$ cat src/rtl/seq_div_pkg.sv
// seq_div_pkg: shared state encoding and parameter helpers for the sequential divisibility checker
package seq_div_pkg;
   typedef enum logic [1:0] {IDLE, BUSY, DONE} state_t;
   function automatic int rem_width(input int divisor);
      return divisor <= 2 ? 1 : $clog2(divisor);
   endfunction
   function automatic int steps(input int width, input int bpc);
      return width / bpc;
   endfunction
endpackage

$ cat src/rtl/seq_div_check_if.sv
// seq_div_check_if: word-in / remainder-out valid-ready bundle
//   in_data/in_valid/in_ready        : request channel (master drives data/valid)
//   out_rem/out_divisible/out_valid  : result channel (slave drives)
//   out_ready                        : result consumer ready (master drives)
interface seq_div_check_if #(parameter int WIDTH = 32, parameter int REM_W = 2);
   logic [WIDTH-1:0] in_data;
   logic             in_valid;
   logic             in_ready;
   logic [REM_W-1:0] out_rem;
   logic             out_divisible;
   logic             out_valid;
   logic             out_ready;
   modport master(output in_data, in_valid, out_ready, input in_ready, out_rem, out_divisible, out_valid);
   modport slave(input in_data, in_valid, out_ready, output in_ready, out_rem, out_divisible, out_valid);
endinterface

$ cat src/rtl/seq_mod_step.sv
// seq_mod_step: one combinational Horner step, r_next = (r * 2^BITS_PER_CYCLE + chunk) mod DIVISOR
//   r      : running remainder
//   chunk  : next BITS_PER_CYCLE bits of the word, MSB-first
//   r_next : updated remainder
module seq_mod_step import seq_div_pkg::*; #(
   parameter int DIVISOR = 3,
   parameter int BITS_PER_CYCLE = 1,
   localparam int REM_W = rem_width(DIVISOR)
) (
   input  logic [REM_W-1:0]          r,
   input  logic [BITS_PER_CYCLE-1:0] chunk,
   output logic [REM_W-1:0]          r_next
);
   localparam int EW = REM_W + BITS_PER_CYCLE;
   logic [EW-1:0] acc;
   // concatenation is exactly r*2^BITS_PER_CYCLE + chunk at full width
   assign acc = {r, chunk};
   assign r_next = REM_W'(acc % EW'(DIVISOR));
endmodule

$ cat src/rtl/seq_div_check.sv
// seq_div_check: sequential WIDTH-bit mod-DIVISOR checker, BITS_PER_CYCLE bits per clock
//   clk, rst : clock and synchronous active-high reset
//   bus      : slave side of seq_div_check_if (word in, remainder/divisible out)
module seq_div_check import seq_div_pkg::*; #(
   parameter int WIDTH = 32,
   parameter int DIVISOR = 3,
   parameter int BITS_PER_CYCLE = 1,
   localparam int REM_W = rem_width(DIVISOR),
   localparam int STEPS = steps(WIDTH, BITS_PER_CYCLE)
) (
   input logic           clk,
   input logic           rst,
   seq_div_check_if.slave bus
);
   localparam int CW = $clog2(STEPS + 1);
   if (DIVISOR < 2 || BITS_PER_CYCLE < 1 || BITS_PER_CYCLE > WIDTH || WIDTH % BITS_PER_CYCLE != 0) begin : g_bad
      $error("seq_div_check: illegal DIVISOR/WIDTH/BITS_PER_CYCLE combination");
   end
   state_t           state;
   logic [WIDTH-1:0] sh;
   logic [REM_W-1:0] r, r_next;
   logic [CW-1:0]    cnt;
   logic             accept;
   // accepting from DONE consumes the old result on the same edge
   assign bus.in_ready = !rst && (state == IDLE || (state == DONE && bus.out_ready));
   assign accept = bus.in_valid && bus.in_ready;
   seq_mod_step #(.DIVISOR(DIVISOR), .BITS_PER_CYCLE(BITS_PER_CYCLE)) u_step (
      .r(r),
      .chunk(sh[WIDTH-1 -: BITS_PER_CYCLE]),
      .r_next(r_next)
   );
   always_ff @(posedge clk) begin
      if (rst) begin
         state <= IDLE;
         r <= '0;
         cnt <= '0;
         bus.out_valid <= 1'b0;
         bus.out_rem <= '0;
         bus.out_divisible <= 1'b0;
      end else if (accept) begin
         sh <= bus.in_data;
         r <= '0;
         cnt <= CW'(STEPS);
         state <= BUSY;
         bus.out_valid <= 1'b0;
      end else if (state == BUSY) begin
         sh <= sh << BITS_PER_CYCLE;
         r <= r_next;
         cnt <= cnt - CW'(1);
         if (cnt == CW'(1)) begin
            bus.out_rem <= r_next;
            bus.out_divisible <= r_next == '0;
            bus.out_valid <= 1'b1;
            state <= DONE;
         end
      end else if (state == DONE && bus.out_ready) begin
         state <= IDLE;
         bus.out_valid <= 1'b0;
      end
   end
endmodule

$ cat src/flat_wrapper.sv
// flat-port wrapper written by rule: the top's interface ports become plain ports
module seq_div_check_flat import seq_div_pkg::*;
#(
   parameter int WIDTH = 32,
   parameter int DIVISOR = 3,
   parameter int BITS_PER_CYCLE = 1,
   localparam int REM_W = rem_width(DIVISOR),
   localparam int STEPS = steps(WIDTH, BITS_PER_CYCLE)
)
  (clk, rst, bus_in_data, bus_in_valid, bus_out_ready, bus_in_ready, bus_out_rem, bus_out_divisible, bus_out_valid);
  seq_div_check_if #(.WIDTH(WIDTH), .REM_W(2)) bus_i ();
  input logic clk;
  input logic rst;
  input wire logic [$bits(bus_i.in_data)-1:0] bus_in_data;
  input wire logic [$bits(bus_i.in_valid)-1:0] bus_in_valid;
  input wire logic [$bits(bus_i.out_ready)-1:0] bus_out_ready;
  output wire logic [$bits(bus_i.in_ready)-1:0] bus_in_ready;
  output wire logic [$bits(bus_i.out_rem)-1:0] bus_out_rem;
  output wire logic [$bits(bus_i.out_divisible)-1:0] bus_out_divisible;
  output wire logic [$bits(bus_i.out_valid)-1:0] bus_out_valid;
  assign bus_i.in_data = bus_in_data;
  assign bus_i.in_valid = bus_in_valid;
  assign bus_i.out_ready = bus_out_ready;
  assign bus_in_ready = bus_i.in_ready;
  assign bus_out_rem = bus_i.out_rem;
  assign bus_out_divisible = bus_i.out_divisible;
  assign bus_out_valid = bus_i.out_valid;
  seq_div_check #(.WIDTH(WIDTH), .DIVISOR(DIVISOR), .BITS_PER_CYCLE(BITS_PER_CYCLE)) u_core (.clk(clk), .rst(rst), .bus(bus_i));
endmodule
$ cat config.mk
export PLATFORM = sky130hd
export DESIGN_NAME = seq_div_check_flat
export DESIGN_NICKNAME = d
export VERILOG_FILES = /design/src/rtl/seq_div_pkg.sv /design/src/rtl/seq_div_check_if.sv /design/src/rtl/seq_mod_step.sv /design/src/rtl/seq_div_check.sv /design/src/flat_wrapper.sv
export SDC_FILE = /design/constraint.sdc
export NUM_CORES = 1
export LEC_CHECK = 0
export CORE_MARGIN = 5
export CORE_UTILIZATION = 46
export DETAILED_ROUTE_END_ITERATION = 10
export PLACE_DENSITY = 0.82
export SLEW_MARGIN = 40
export SYNTH_ARGS = -nofsm -noshare
export SYNTH_HDL_FRONTEND = slang
export SYNTH_SLANG_ARGS = --single-unit
$ cat constraint.sdc
create_clock -name clk -period 3.22 [get_ports clk]
set_input_delay 0.644 -clock clk [delete_from_list [all_inputs] [get_ports clk]]
set_output_delay 0.644 -clock clk [all_outputs]
set_load 0.02 [all_outputs]
==> flow_metrics.py <==
metrics = {
    "routing": {
        "drtIter0Drc": 63,
        "drcViolationCount": 0,
        "via_per_inst": 5.19,
        "drt-met1-wl_mm": 1.88,
        "num_vias": 1260,
        "routed_wl_mm": 3.72,
        "drtPass1Iterations": 4,
        "routed-wl-met2_mm": 1.55,
        "top_layer_used": "met4",
        "ant_nets": 0,
        "wire_per_inst_um": 15.3,
        "wl_met3_um": 245,
    },
    "logic_synthesis": {
        "yosysUniqueCellTypes": 31,
        "syn-instance-count": 143,
        "synth-simple-area-share_pct": 9.86,
        "ys_warn_count": 0,
        "ys_async_sr_fraction_pct": 0,
        "synth_xor_area_share_pct": 1.62,
        "synth_fa_ha_area_share_pct": 1.74,
        "ys_seq_area_share_pct": 56.6,
        "avgSynthCellArea_um2": 15.1,
        "ys_ff_latch": 45,
        "synthMuxAreaShare_pct": 21.4,
        "syn_area_um2": 2160,
        "synth_flop_cell": "edfxtp_1",
        "synth_compound_area_share_pct": 4.99,
        "synth_edf_count": 32,
        "synth_fp_nets": 182,
        "synth_top_family_by_area": "multiplexers",
    },
    "worst_setup_path": {
        "cp.buffers_inverters": 3,
        "arrival_ps": 2110,
        "slowest_delay_ps": 660,
        "end_kind": "primary output",
        "rr_worst_depth": 4,
        "crit_type": "in -> out",
        "crit_path_start_kind": "primary input",
        "crit_path_max_fanout": 3,
        "cp_cell_sequence": "clkdlybuf4s50_1, inv_1, a211oi_1, clkdlybuf4s50_1",
        "critical_path.top_delay_family": "buffers and inverters",
        "path_depth": 4,
        "path_common_cell": "clkdlybuf4s50_1",
        "cp.required_ps": 2580,
        "critPathSlowestCell": "clkdlybuf4s50_1",
    },
    "global_routing": {
        "grt_overflow": 0,
        "grt_pass1_vias": 1249,
        "grt_pass1_wl_mm": 5.84,
        "grt_max_degree": 24,
        "grtUsageTotal_pct": 12.3,
        "antenna_found_initial": 0,
    },
    "job": {
        "max_cap_viol_count": 0,
    },
    "final_layout": {
        "num_antenna_cells": 0,
        "nets": 227,
        "syn2layout_area_growth_pct": 25.5,
        "multi_input_area_um2": 866,
        "seqCellArea_um2": 1220,
        "stdcell_count": 243,
        "drive_gt1_share_pct": 23.8,
        "n_fill_cell": 370,
    },
    "clock_tree": {
        "clkSinkCount": 45,
        "cts_buffers": 5,
        "cts-resized-gates": 0,
        "cts-root-buf": "clkbuf_8",
        "htree_levels": 2,
        "clock_latency_ps": 300,
        "cts_hold_repair.buffers": 0,
        "clk_pin_slew_ps": 80,
        "post_cts_buffers": 0,
        "cts_tree": "built",
        "cts_buffer_depth": 2,
    },
    "place": {
        "port_buffers": 40,
        "dp.cells": 235,
        "place.gp.congestion": 0.687,
        "hpwlAfterDp_mm": 2.53,
    },
    "die": {
        "rows": 25,
        "ios": 41,
        "die-area_um2": 6160,
        "die_x_um": 78.5,
        "core_um2": 4630,
        "die_h_um": 78.5,
        "initial_core_util_pct": 46.6,
    },
    "min_path": {
        "hold_class": "reg -> reg",
        "holdPathStages": 2,
    },
    "power_and_ir_drop": {
        "p_leak_nw": 1.00,
        "vdd_drop_max_uv": 262,
        "pwr_density_cell_nw_per_um2": 457,
    },
    "timing": {
        "clock_skew_ps": 5.80,
        "grt_setup_unrepaired": "no",
        "setup_viol": 0,
        "hold_violations": 0,
        "fin_tns_setup_ps": 0,
        "relSlewSlack_pct": 57.0,
        "tightestPinTransition_ps": 644,
        "finalCritPeriodShare_pct": 85.6,
        "max_freq_mhz": 363,
        "min_period_ps": 2750,
        "slew_violations": 0,
    },
    "outcome": {
        "outcome": "finished, final reports clean",
    },
}
[cell usage after synthesis, types with 3 or more instances]
library cell	number	share of area, %
buf_8	3	2.1
ha_1	3	1.7
nor2_1	9	1.6
nand2_1	5	0.87
o21ai_0	3	0.70
edfxtp_1	32	45
inv_1	4	0.70
nor2b_1	4	1.2
a211oi_1	6	2.1
mux2_4	30	21
a21oi_1	6	1.4
dfxtp_1	13	12
[flip-flops by register name, indices dropped and copies added (netlist names)]
name / cells
u_core.r: 2
u_core.bus.out_divisible: 1
u_core.sh: 32
u_core.bus.out_rem: 2
u_core.bus.out_valid: 1
u_core.state: 1
u_core.cnt: 6
[final timing paths]
path,from,to,slack (ps)
max,bus_out_ready,bus_in_ready,470
min,u_core.bus.out_divisible,u_core.bus.out_divisible,470
max reg2reg,u_core.bus.out_valid,u_core.sh[30],1350
min reg2reg,u_core.bus.out_divisible,u_core.bus.out_divisible,470
[layout by cell type, fill, tap and decap left out]
cell type,count
o21ai_0,3
nor4b_1,2
and3_1,1
a211o_4,1
clkinvlp_4,1
nor2b_1,4
nand2_1,5
clkbuf_8,5
dfxtp_1,13
nor4_1,1
nand4_1,2
inv_1,4
a21oi_4,1
a21oi_1,5
nor3b_1,1
clkdlybuf4s50_1,40
xnor2_1,2
nor3_1,1
mux2_2,1
and2_1,1
nand4b_1,1
ha_1,3
edfxtp_1,32
and4b_1,2
a211oi_1,6
buf_4,2
mux2_4,30
nor4_2,1
nand2b_1,2
nor2_1,9
nor2_8,1
clkbuf_1,2
xor2_1,2
buf_12,2
[metal layers]
| metal | up-vias | global-route usage, % |
|---|---|---|
| li1 | 621 | - |
| met1 | 593 | 17.8 |
| met2 | 40 | 16.6 |
| met3 | 6 | 5.39 |
| met4 | 0 | 3.67 |
| met5 | - | 0 |
[report_power, final]
| group | internal, W | switching, W | total, W |
|---|---|---|---|
| logic | 0.000128 | 0.0000808 | 0.000209 |
| registers | 0.000669 | 0.0000191 | 0.000689 |
| clock network | 0.000154 | 0.000186 | 0.000340 |
| total | 0.000951 | 0.000286 | 0.00124 |
[through the flow]
stage / utilization [%] / total power, W / setup WS, ps / cell area (µm²) / hold slack [ps]
floorplan: - / 0.000837 / 124 / 2160 / 462
global placement: 56.7 / 0.000907 / 497 / 2630 / 455
detailed placement: 56.7 / 0.000910 / 483 / 2630 / 458
CTS: 58.5 / 0.00125 / 457 / 2710 / 477
global route: 58.5 / 0.00130 / 364 / 2710 / 508
finish: 58.5 / 0.00124 / 465 / 2710 / 467
[layout make-up]
type                    instances  area share [%]
flip-flops and latches         45            45.1
multi-input cells              88            32.0
repair buffers                 44            16.8
clock buffers                   7            2.82
well taps                      54            2.49
inverters                       4           0.554
clock inverters                 1           0.277
[kinds of logic (layout without fill, tap and decap cells)]
logic type / Yosys count / in the layout
buffers and inverters: 10 / 56
AOI/OAI and AO/OA: 16 / 16
DFF: 45 / 45
xor gates and xnor gates: 4 / 4
adders and majority gates: 3 / 3
muxes: 31 / 31
and+or+nand+nor: 34 / 34
[worst register-to-register path: cells and delay by family (launching register included)]
kind            cells  cell delay, ps
mux                 1             310
buf+inv             1             250
compound gates      1             400
simple gates        1             300
flops               1             370
No activity file was read; power rests on OpenSTA's default activity.
